**src/rtl/mem_1rw_ctrl.sv**
```systemverilog
// Request-side controller for the single-port mem_1rw macro: arbitrates read and write
// streams round-robin onto the RW port and returns read data through an in-order response FIFO.
module mem_1rw_ctrl #(
    parameter int DEPTH     = 48,
    parameter int ADDR_W    = 6,
    parameter int DATA_W    = 64,
    parameter int RSP_DEPTH = 3
) (
    input  logic              clk,
    input  logic              rst_n,
    input  logic              wr_valid,
    output logic              wr_ready,
    input  logic [ADDR_W-1:0] wr_addr,
    input  logic [DATA_W-1:0] wr_data,
    input  logic              rd_valid,
    output logic              rd_ready,
    input  logic [ADDR_W-1:0] rd_addr,
    output logic              rsp_valid,
    input  logic              rsp_ready,
    output logic [DATA_W-1:0] rsp_data,
    output logic              rsp_err,
    output logic [ADDR_W-1:0] RW0_addr,
    output logic              RW0_en,
    output logic              RW0_wmode,
    output logic [DATA_W-1:0] RW0_wdata,
    input  logic [DATA_W-1:0] RW0_rdata
);
    localparam int CNT_W = $clog2(RSP_DEPTH + 1);
    localparam int PTR_W = (RSP_DEPTH > 1) ? $clog2(RSP_DEPTH) : 1;

    function automatic logic [PTR_W-1:0] ptr_inc(input logic [PTR_W-1:0] ptr);
        logic [PTR_W-1:0] nxt;
        if (ptr == PTR_W'(RSP_DEPTH - 1)) begin
            nxt = {PTR_W{1'b0}};
        end else begin
            nxt = ptr + PTR_W'(1'b1);
        end
        return nxt;
    endfunction

    logic                 inflight_r;
    logic                 oor_r;
    logic                 rr_last_wr_r;
    logic [PTR_W-1:0]     wr_ptr_r;
    logic [PTR_W-1:0]     rd_ptr_r;
    logic [CNT_W-1:0]     count_r;
    logic                 rsp_valid_r;
    logic [RSP_DEPTH-1:0] fifo_err_r;
    logic [DATA_W-1:0]    fifo_data_r [RSP_DEPTH];

    logic [CNT_W:0]       credit_s;
    logic                 rd_ok_s;
    logic                 rd_elig_s;
    logic                 contended_s;
    logic                 wr_gnt_s;
    logic                 rd_gnt_s;
    logic                 wr_in_range_s;
    logic                 rd_in_range_s;
    logic                 push_s;
    logic                 pop_s;
    logic [DATA_W-1:0]    push_data_s;
    logic [CNT_W-1:0]     count_nxt_s;

    // Queued responses plus the one in flight must fit in the FIFO; a same-cycle pop earns no credit.
    assign credit_s      = {1'b0, count_r} + {{CNT_W{1'b0}}, inflight_r};
    assign rd_ok_s       = (credit_s < (CNT_W + 1)'(RSP_DEPTH));
    assign rd_elig_s     = rd_valid && rd_ok_s;
    assign contended_s   = wr_valid && rd_elig_s;
    assign wr_in_range_s = ({1'b0, wr_addr} < (ADDR_W + 1)'(DEPTH));
    assign rd_in_range_s = ({1'b0, rd_addr} < (ADDR_W + 1)'(DEPTH));

    // Round-robin grant between the write stream and the credit-qualified read stream.
    always_comb begin
        wr_gnt_s = 1'b0;
        rd_gnt_s = 1'b0;
        if (contended_s) begin
            if (rr_last_wr_r) begin
                rd_gnt_s = 1'b1;
            end else begin
                wr_gnt_s = 1'b1;
            end
        end else if (wr_valid) begin
            wr_gnt_s = 1'b1;
        end else if (rd_elig_s) begin
            rd_gnt_s = 1'b1;
        end else begin
            wr_gnt_s = 1'b0;
            rd_gnt_s = 1'b0;
        end
    end

    assign wr_ready = wr_gnt_s;
    assign rd_ready = rd_gnt_s;

    // Drive the macro port; out-of-range requests are accepted but never reach the macro.
    always_comb begin
        RW0_en    = 1'b0;
        RW0_wmode = 1'b0;
        RW0_addr  = {ADDR_W{1'b0}};
        RW0_wdata = {DATA_W{1'b0}};
        if (wr_gnt_s && wr_in_range_s) begin
            RW0_en    = 1'b1;
            RW0_wmode = 1'b1;
            RW0_addr  = wr_addr;
            RW0_wdata = wr_data;
        end else if (rd_gnt_s && rd_in_range_s) begin
            RW0_en    = 1'b1;
            RW0_wmode = 1'b0;
            RW0_addr  = rd_addr;
        end else begin
            RW0_en    = 1'b0;
        end
    end

    assign push_s      = inflight_r;
    assign pop_s       = rsp_valid_r && rsp_ready;
    assign push_data_s = oor_r ? {DATA_W{1'b0}} : RW0_rdata;

    // Next FIFO occupancy from push/pop of this cycle.
    always_comb begin
        count_nxt_s = count_r;
        if (push_s && !pop_s) begin
            count_nxt_s = count_r + CNT_W'(1'b1);
        end else if (!push_s && pop_s) begin
            count_nxt_s = count_r - CNT_W'(1'b1);
        end else begin
            count_nxt_s = count_r;
        end
    end

    // Control state: in-flight read tracking, arbitration history and FIFO pointers.
    always_ff @(posedge clk or negedge rst_n) begin
        if (!rst_n) begin
            inflight_r   <= 1'b0;
            oor_r        <= 1'b0;
            rr_last_wr_r <= 1'b1;
            wr_ptr_r     <= {PTR_W{1'b0}};
            rd_ptr_r     <= {PTR_W{1'b0}};
            count_r      <= {CNT_W{1'b0}};
            rsp_valid_r  <= 1'b0;
            fifo_err_r   <= {RSP_DEPTH{1'b0}};
        end else begin
            inflight_r <= rd_gnt_s;
            if (rd_gnt_s) begin
                oor_r <= !rd_in_range_s;
            end
            if (contended_s) begin
                rr_last_wr_r <= wr_gnt_s;
            end
            if (push_s) begin
                fifo_err_r[wr_ptr_r] <= oor_r;
                wr_ptr_r             <= ptr_inc(wr_ptr_r);
            end
            if (pop_s) begin
                rd_ptr_r <= ptr_inc(rd_ptr_r);
            end
            count_r     <= count_nxt_s;
            rsp_valid_r <= (count_nxt_s != {CNT_W{1'b0}});
        end
    end

    // Response data storage; only entries marked valid by the control state are ever observed.
    always_ff @(posedge clk) begin
        if (push_s) begin
            fifo_data_r[wr_ptr_r] <= push_data_s;
        end
    end

    assign rsp_valid = rsp_valid_r;
    assign rsp_data  = fifo_data_r[rd_ptr_r];
    assign rsp_err   = fifo_err_r[rd_ptr_r];

endmodule

```
**config.mk**
```make
export PLATFORM = sky130hd
export DESIGN_NAME = mem_1rw_ctrl
export DESIGN_NICKNAME = d
export VERILOG_FILES = /design/src/rtl/mem_1rw_ctrl.sv
export SDC_FILE = /design/constraint.sdc
export NUM_CORES = 1
export LEC_CHECK = 0
export BUFFER_PORTS_ARGS = -buffer_cell sky130_fd_sc_hd__buf_2
export CAP_MARGIN = 20
export CORE_AREA = 2 2 195 197
export DETAILED_ROUTE_END_ITERATION = 7
export DIE_AREA = 0 0 197 199
export PLACE_DENSITY = 0.42
export SLEW_MARGIN = 20
export SYNTH_ARGS = -nofsm -noshare
export SYNTH_HDL_FRONTEND = slang
export SYNTH_SLANG_ARGS = --single-unit
```
**constraint.sdc**
```tcl
create_clock -name clk -period 7.44 [get_ports clk]
set_input_delay 0.372 -clock clk [delete_from_list [all_inputs] [get_ports clk]]
set_output_delay 0.372 -clock clk [all_outputs]
set_load 0.005 [all_outputs]
```
## Word-level counts from Yosys, hierarchy flattened

Memories as Yosys holds them, arrays and structs flattened.
Cells that the tools add are included.
W data, S select, Z words.

- Register bits: 13
- Bits in writable memories: 192
- Bits of input ports: 145
- Output and inout port bits: 140
- Logic and storage cells: 59
- Memories: 1

- Add/sub/neg operators: 5
- $lt $le $gt $ge: 6
- Equality and inequality tests: 2
- Muxes and demuxes: 25
- Reduce and logical (&&, ||, !) cells: 12

Memory list:

| name | depth | width | rd ports | clocked after Yosys merged registers in | wr ports | line | text |
|---|---|---|---|---|---|---|---|
| fifo_data_r | 3 | 64 | 1 | 0 | 1 | 49 | `logic [DATA_W-1:0] fifo_data_r [RSP_DEPTH];` |

Operator list:

| cell | count |
|---|---|
| $mux W64 | 2 |
| $mux W1 | 14 |
| $lt A6 B6 Y1 const B | 2 |
| $mux W6 | 2 |
| $logic_and A1 B1 Y1 | 8 |
| $mux W2 | 4 |
| $add A2 B1 Y2 const B | 3 |
| $lt A2 B3 Y1 const B | 2 |
| $eq A2 B2 Y1 const B | 2 |
| $add A2 B1 Y3 | 1 |
| $bwmux W3 | 1 |
| $logic_not A1 Y1 | 3 |
| $lt A3 B2 Y1 const B | 1 |
| $bmux W1 S2 | 1 |
| $demux W1 S2 | 1 |
| $ge A2 B1 Y1 const B | 1 |
| $reduce_bool A2 Y1 | 1 |
| $sub A2 B1 Y2 const B | 1 |

## Logic depth before layout (Yosys ltp)

- Depth after elaboration: 9
- Mapped depth: 7

## Least setup slack after synthesis

OpenSTA, ideal clock, no wires.

- Path type: reg2reg
- From: register inflight_r
- To: register fifo_err_r[0]
- Library setup time: 0.087 ns
- Arrival time: 5.739 ns
- Required time: 7.353 ns
- Path slack: 1.614 ns
- Cell stages (with the launch flop): 5
- Period minus slack after synthesis: 5.826 ns
- Path through: dfrtp_1 > buf_4 > inv_1 > nor3_1 > mux2_2

RTL lines:

| element | line | text |
|---|---|---|
| start: declaration | 41 | `logic inflight_r;` |
| start signal: assignment | 143 | `inflight_r <= rd_gnt_s;` |
| end signal: assignment | 141 | `fifo_err_r <= {RSP_DEPTH{1'b0}};` |
| end signal: indexed assignment | 151 | `fifo_err_r[wr_ptr_r] <= oor_r;` |
| end: declaration | 48 | `logic [RSP_DEPTH-1:0] fifo_err_r;` |

## Worst setup path in the final report

- From: register inflight_r
- To: output port RW0_wdata[12]

- Cells in the longest elaborated chain, start to end: 7

Ends and longest elaborated chain:

| element | line | text |
|---|---|---|
| $add A2 B1 Y3 | 65 | `assign credit_s = {1'b0, count_r} + {{CNT_W{1'b0}}, inflight_r};` |
| $lt A3 B2 Y1 | 66 | `assign rd_ok_s = (credit_s < (CNT_W + 1)'(RSP_DEPTH));` |
| $logic_and A1 B1 Y1 | 67 | `assign rd_elig_s = rd_valid && rd_ok_s;` |
| $logic_and A1 B1 Y1 | 68 | `assign contended_s = wr_valid && rd_elig_s;` |
| $mux W1 | 76 | `if (contended_s) begin` |
| $logic_and A1 B1 Y1 | 101 | `if (wr_gnt_s && wr_in_range_s) begin` |
| $mux W64 | 101 |  |
| end: declaration | 25 | `output logic [DATA_W-1:0] RW0_wdata,` |

Every way passes these cells.

==> impl_metrics.csv <==
group,metric,value,unit
flow_run,maxCapViolations,0,
logic_synthesis,yosysUniqueCellTypes,32,
timing,tns,0,ns
routing,wl_per_cell,16.2,um
final_layout,drive_gt1_frac,0.363,
timing,finalSetupViolCount,0,
timing,rsz0062_at_grt,"false",
power_and_ir_drop,peakVddDrop,0.000122,V
power_and_ir_drop,powerDensity,360,nW/um^2
timing,tightest_slew,0.928,ns
worst_hold_path,min_to,"rr_last_wr_r",
clock_tree,tritoncts,"built",
die,ioPinCount,285,
logic_synthesis,netlist_area,8760,um^2
clock_tree,h-tree-depth,1,
final_layout,fill_cells,3807,
final_layout,final_nets,1057,
routing,dr.pass1.iters,4,
final_layout,area_growth_syn_to_layout,30.3,%
power_and_ir_drop,switching_share,0.318,
final_layout,num_antenna_cells,0,
timing,clock_skew,0.00690,ns
routing,num_vias,5701,
worst_setup_path,r2r_cells,4,
timing,hold_violations,0,
die,die_h,199,um
die,dieArea,39200,um^2
worst_setup_path,reg2reg_slack,4.92,ns
grt,grt_pass1_vias,5591,
logic_synthesis,synth_seq_cells,205,
clock_tree,clk-insertion-delay-late,0.50,ns
routing,wl,22700,um
worst_hold_path,worstHoldPathCells,3,
timing,max-slew-margin-rel,0.381,
logic_synthesis,netlist_instances,630,
grt,grt_use_total,0.111,
worst_hold_path,min_from,"wr_valid",
placed_design,gp_routability_congestion,0.848,
power_and_ir_drop,power.leakage,0.00458,uW
grt,grt-ovfl-total,0,
worst_setup_path,end_kind,"output port",
run_status,status,"complete, no violations",
routing,ant_nets,0,
placed_design,port_buffers,284,
power_and_ir_drop,pwr-share-comb,0.286,
placed_design,place_hpwl,14900,um
routing,drt_iter0_drc,205,
worst_setup_path,crit_path_start_kind,"register",
final_layout,layout_commonest_cell,"buf_2",
clock_tree,post_cts_resized,0,
clock_tree,clock_path_buffers,3,
worst_hold_path,min-delay-path-class,"primary input to register",
logic_synthesis,avgSynthCellArea,13.9,um^2
clock_tree,clock_sinks,205,
clock_tree,cts-buffers-inserted,24,
die,row_count,71,
final_layout,layout_common_cells,"284 x buf_2, 192 x edfxtp_1, 77 x nand2_1",
die,coreArea,37100,um^2
die,die_w,197,um
worst_setup_path,r2r-end,"fifo_err_r[2]",
clock_tree,clk_pin_slew_worst_paths,0.06,ns
worst_setup_path,arrival,2.73,ns
power_and_ir_drop,seqPwrFrac,0.443,
worst_setup_path,crit_type,"register to output port",
power_and_ir_drop,internal-power,2800,uW
timing,drv_slew,0,
logic_synthesis,synth_nets,777,
power_and_ir_drop,p_clk_frac,0.271,
grt,grt_max_degree,85,
worst_setup_path,crit_path_start,"inflight_r",
logic_synthesis,seq_area_frac_synth,0.695,
worst_setup_path,crit_fanout,66,
worst_setup_path,r2r-start,"inflight_r",
timing,min_period,3.11,ns
final_layout,final_util,0.308,
final_layout,seq_area,6100,um^2
routing,drc,0,
grt,grt_pass1_wl,33000,um
clock_tree,cts-root-buf,"clkbuf_16",
die,floorplan.initialDensity,0.236,
logic_synthesis,yosysWarnings,0,
timing,max_freq,322,MHz
routing,avgViaCountPerCell,4.07,
worst_setup_path,required,7.07,ns
final_layout,multiInputGateArea,2470,um^2
grt,antenna_found_initial,0,
timing,layout_worst_path_cycle_share,0.417,
power_and_ir_drop,switchingPower,1310,uW
-- cells by family (layout without fill, tap and decap cells) --
kind of cell    Yosys count  after routing  synth area share
simple gates            226            226             0.139
flops                   205            205             0.695
compound gates           76             76            0.0473
mux                      75             75            0.0867
buf+inv                  42            338            0.0250
xor+xnor                  4              4           0.00400
fa+ha+maj                 2              2           0.00286
-- cells in the mapped netlist --
master | count | area (um^2)
nand2_1 | 77 | 289
nor2b_2 | 1 | 8.76
a21o_1 | 3 | 22.5
a311oi_2 | 1 | 15.0
mux2_4 | 1 | 15.0
dfstp_2 | 1 | 26.3
buf_6 | 4 | 45.0
nand3_1 | 5 | 25.0
ha_1 | 2 | 25.0
a31oi_1 | 1 | 6.26
inv_2 | 1 | 3.75
a22oi_1 | 1 | 7.51
dfrtp_1 | 12 | 300
o22ai_1 | 2 | 12.5
xnor2_1 | 3 | 26.3
edfxtp_1 | 192 | 5770
o211ai_2 | 1 | 12.5
nor3_1 | 2 | 10.0
mux2i_1 | 71 | 711
inv_1 | 3 | 11.3
nand2b_1 | 2 | 12.5
nor2_1 | 2 | 7.51
o21ai_0 | 66 | 330
buf_2 | 10 | 50.1
and2_1 | 67 | 419
nor2b_1 | 64 | 400
buf_4 | 5 | 37.5
nand3b_1 | 6 | 45.0
mux2_2 | 3 | 33.8
xor2_1 | 1 | 8.76
o21bai_1 | 1 | 7.51
clkbuf_1 | 19 | 71.3
-- power by group through the flow --
stage | combinational [uW] | clock (uW) | sequential [uW]
6_report | 1170 | 1110 | 1820
5_1_grt | 1320 | 1200 | 1860
2_1_floorplan | 786 | 0 | 1710
3_3_place_gp | 1220 | 0 | 1860
3_5_place_dp | 1220 | 0 | 1860
4_1_cts | 1230 | 1160 | 1830
-- worst max path at each step --
| stage | to |
|---|---|
| final | RW0_wdata[12] |
| after CTS | RW0_wdata[12] |
| after floorplan | fifo_err_r[0] |
| after global routing | RW0_en |
| after global placement | fifo_err_r[2] |
| after detailed placement | fifo_err_r[2] |
-- final cells by class --
class	instances	area share
clock buffers	32	0.0571
well taps	474	0.0519
multi-input cells	383	0.217
clock inverters	10	0.00844
repair buffers	292	0.130
inverters	4	0.00142
flip-flops and latches	205	0.534
-- state kept, by name, indices dropped and copies added (netlist names) --
| register | flops |
|---|---|
| fifo_data_r | 192 |
| fifo_err_r | 3 |
| count_r | 2 |
| rd_ptr_r | 2 |
| wr_ptr_r | 2 |
| inflight_r | 1 |
| oor_r | 1 |
| rr_last_wr_r | 1 |
| rsp_valid | 1 |
-- worst max-delay path: stages (launching register included) --
cell and delay, ns:
dfrtp_1 0.48, ha_1 0.24, ha_1 0.27, nand2_1 0.14
a311oi_4 0.31, buf_4 0.43, and2_1 0.23, buf_2 0.12
-- per-layer routing --
metal  part of all wire  GRT usage  wire length, um  vias to the layer above
met4              0.013     0.0295              284                        0
met3              0.069     0.0268             1560                       23
met2               0.49      0.197            11200                      227
met1               0.42      0.134             9620                     2646
met5                  0          0                0                        -
li1                   -          -                -                     2805
-- stage by stage --
step           setup WS, ns  cells  hold slack (ns)  power, uW  cell area [um^2]
4_1_cts                4.28   1400            0.210       4220             11400
3_5_place_dp           4.81   1357            0.300       3080             10700
2_1_floorplan          1.61    630           0.0764       2500              8760
3_3_place_gp           4.82   1357            0.290       3070             10700
5_1_grt                4.12   1400            0.207       4390             11400
6_report               4.33   1400            0.225       4110             11400
-- timing repair --
item,4_1_cts,5_1_grt
hold endpoints to repair,12,0
endpoints found under the setup margin,0,0
hold buffers,1,0
buffers inserted,0,0
Note: power is estimated with default switching activity, not from simulation.
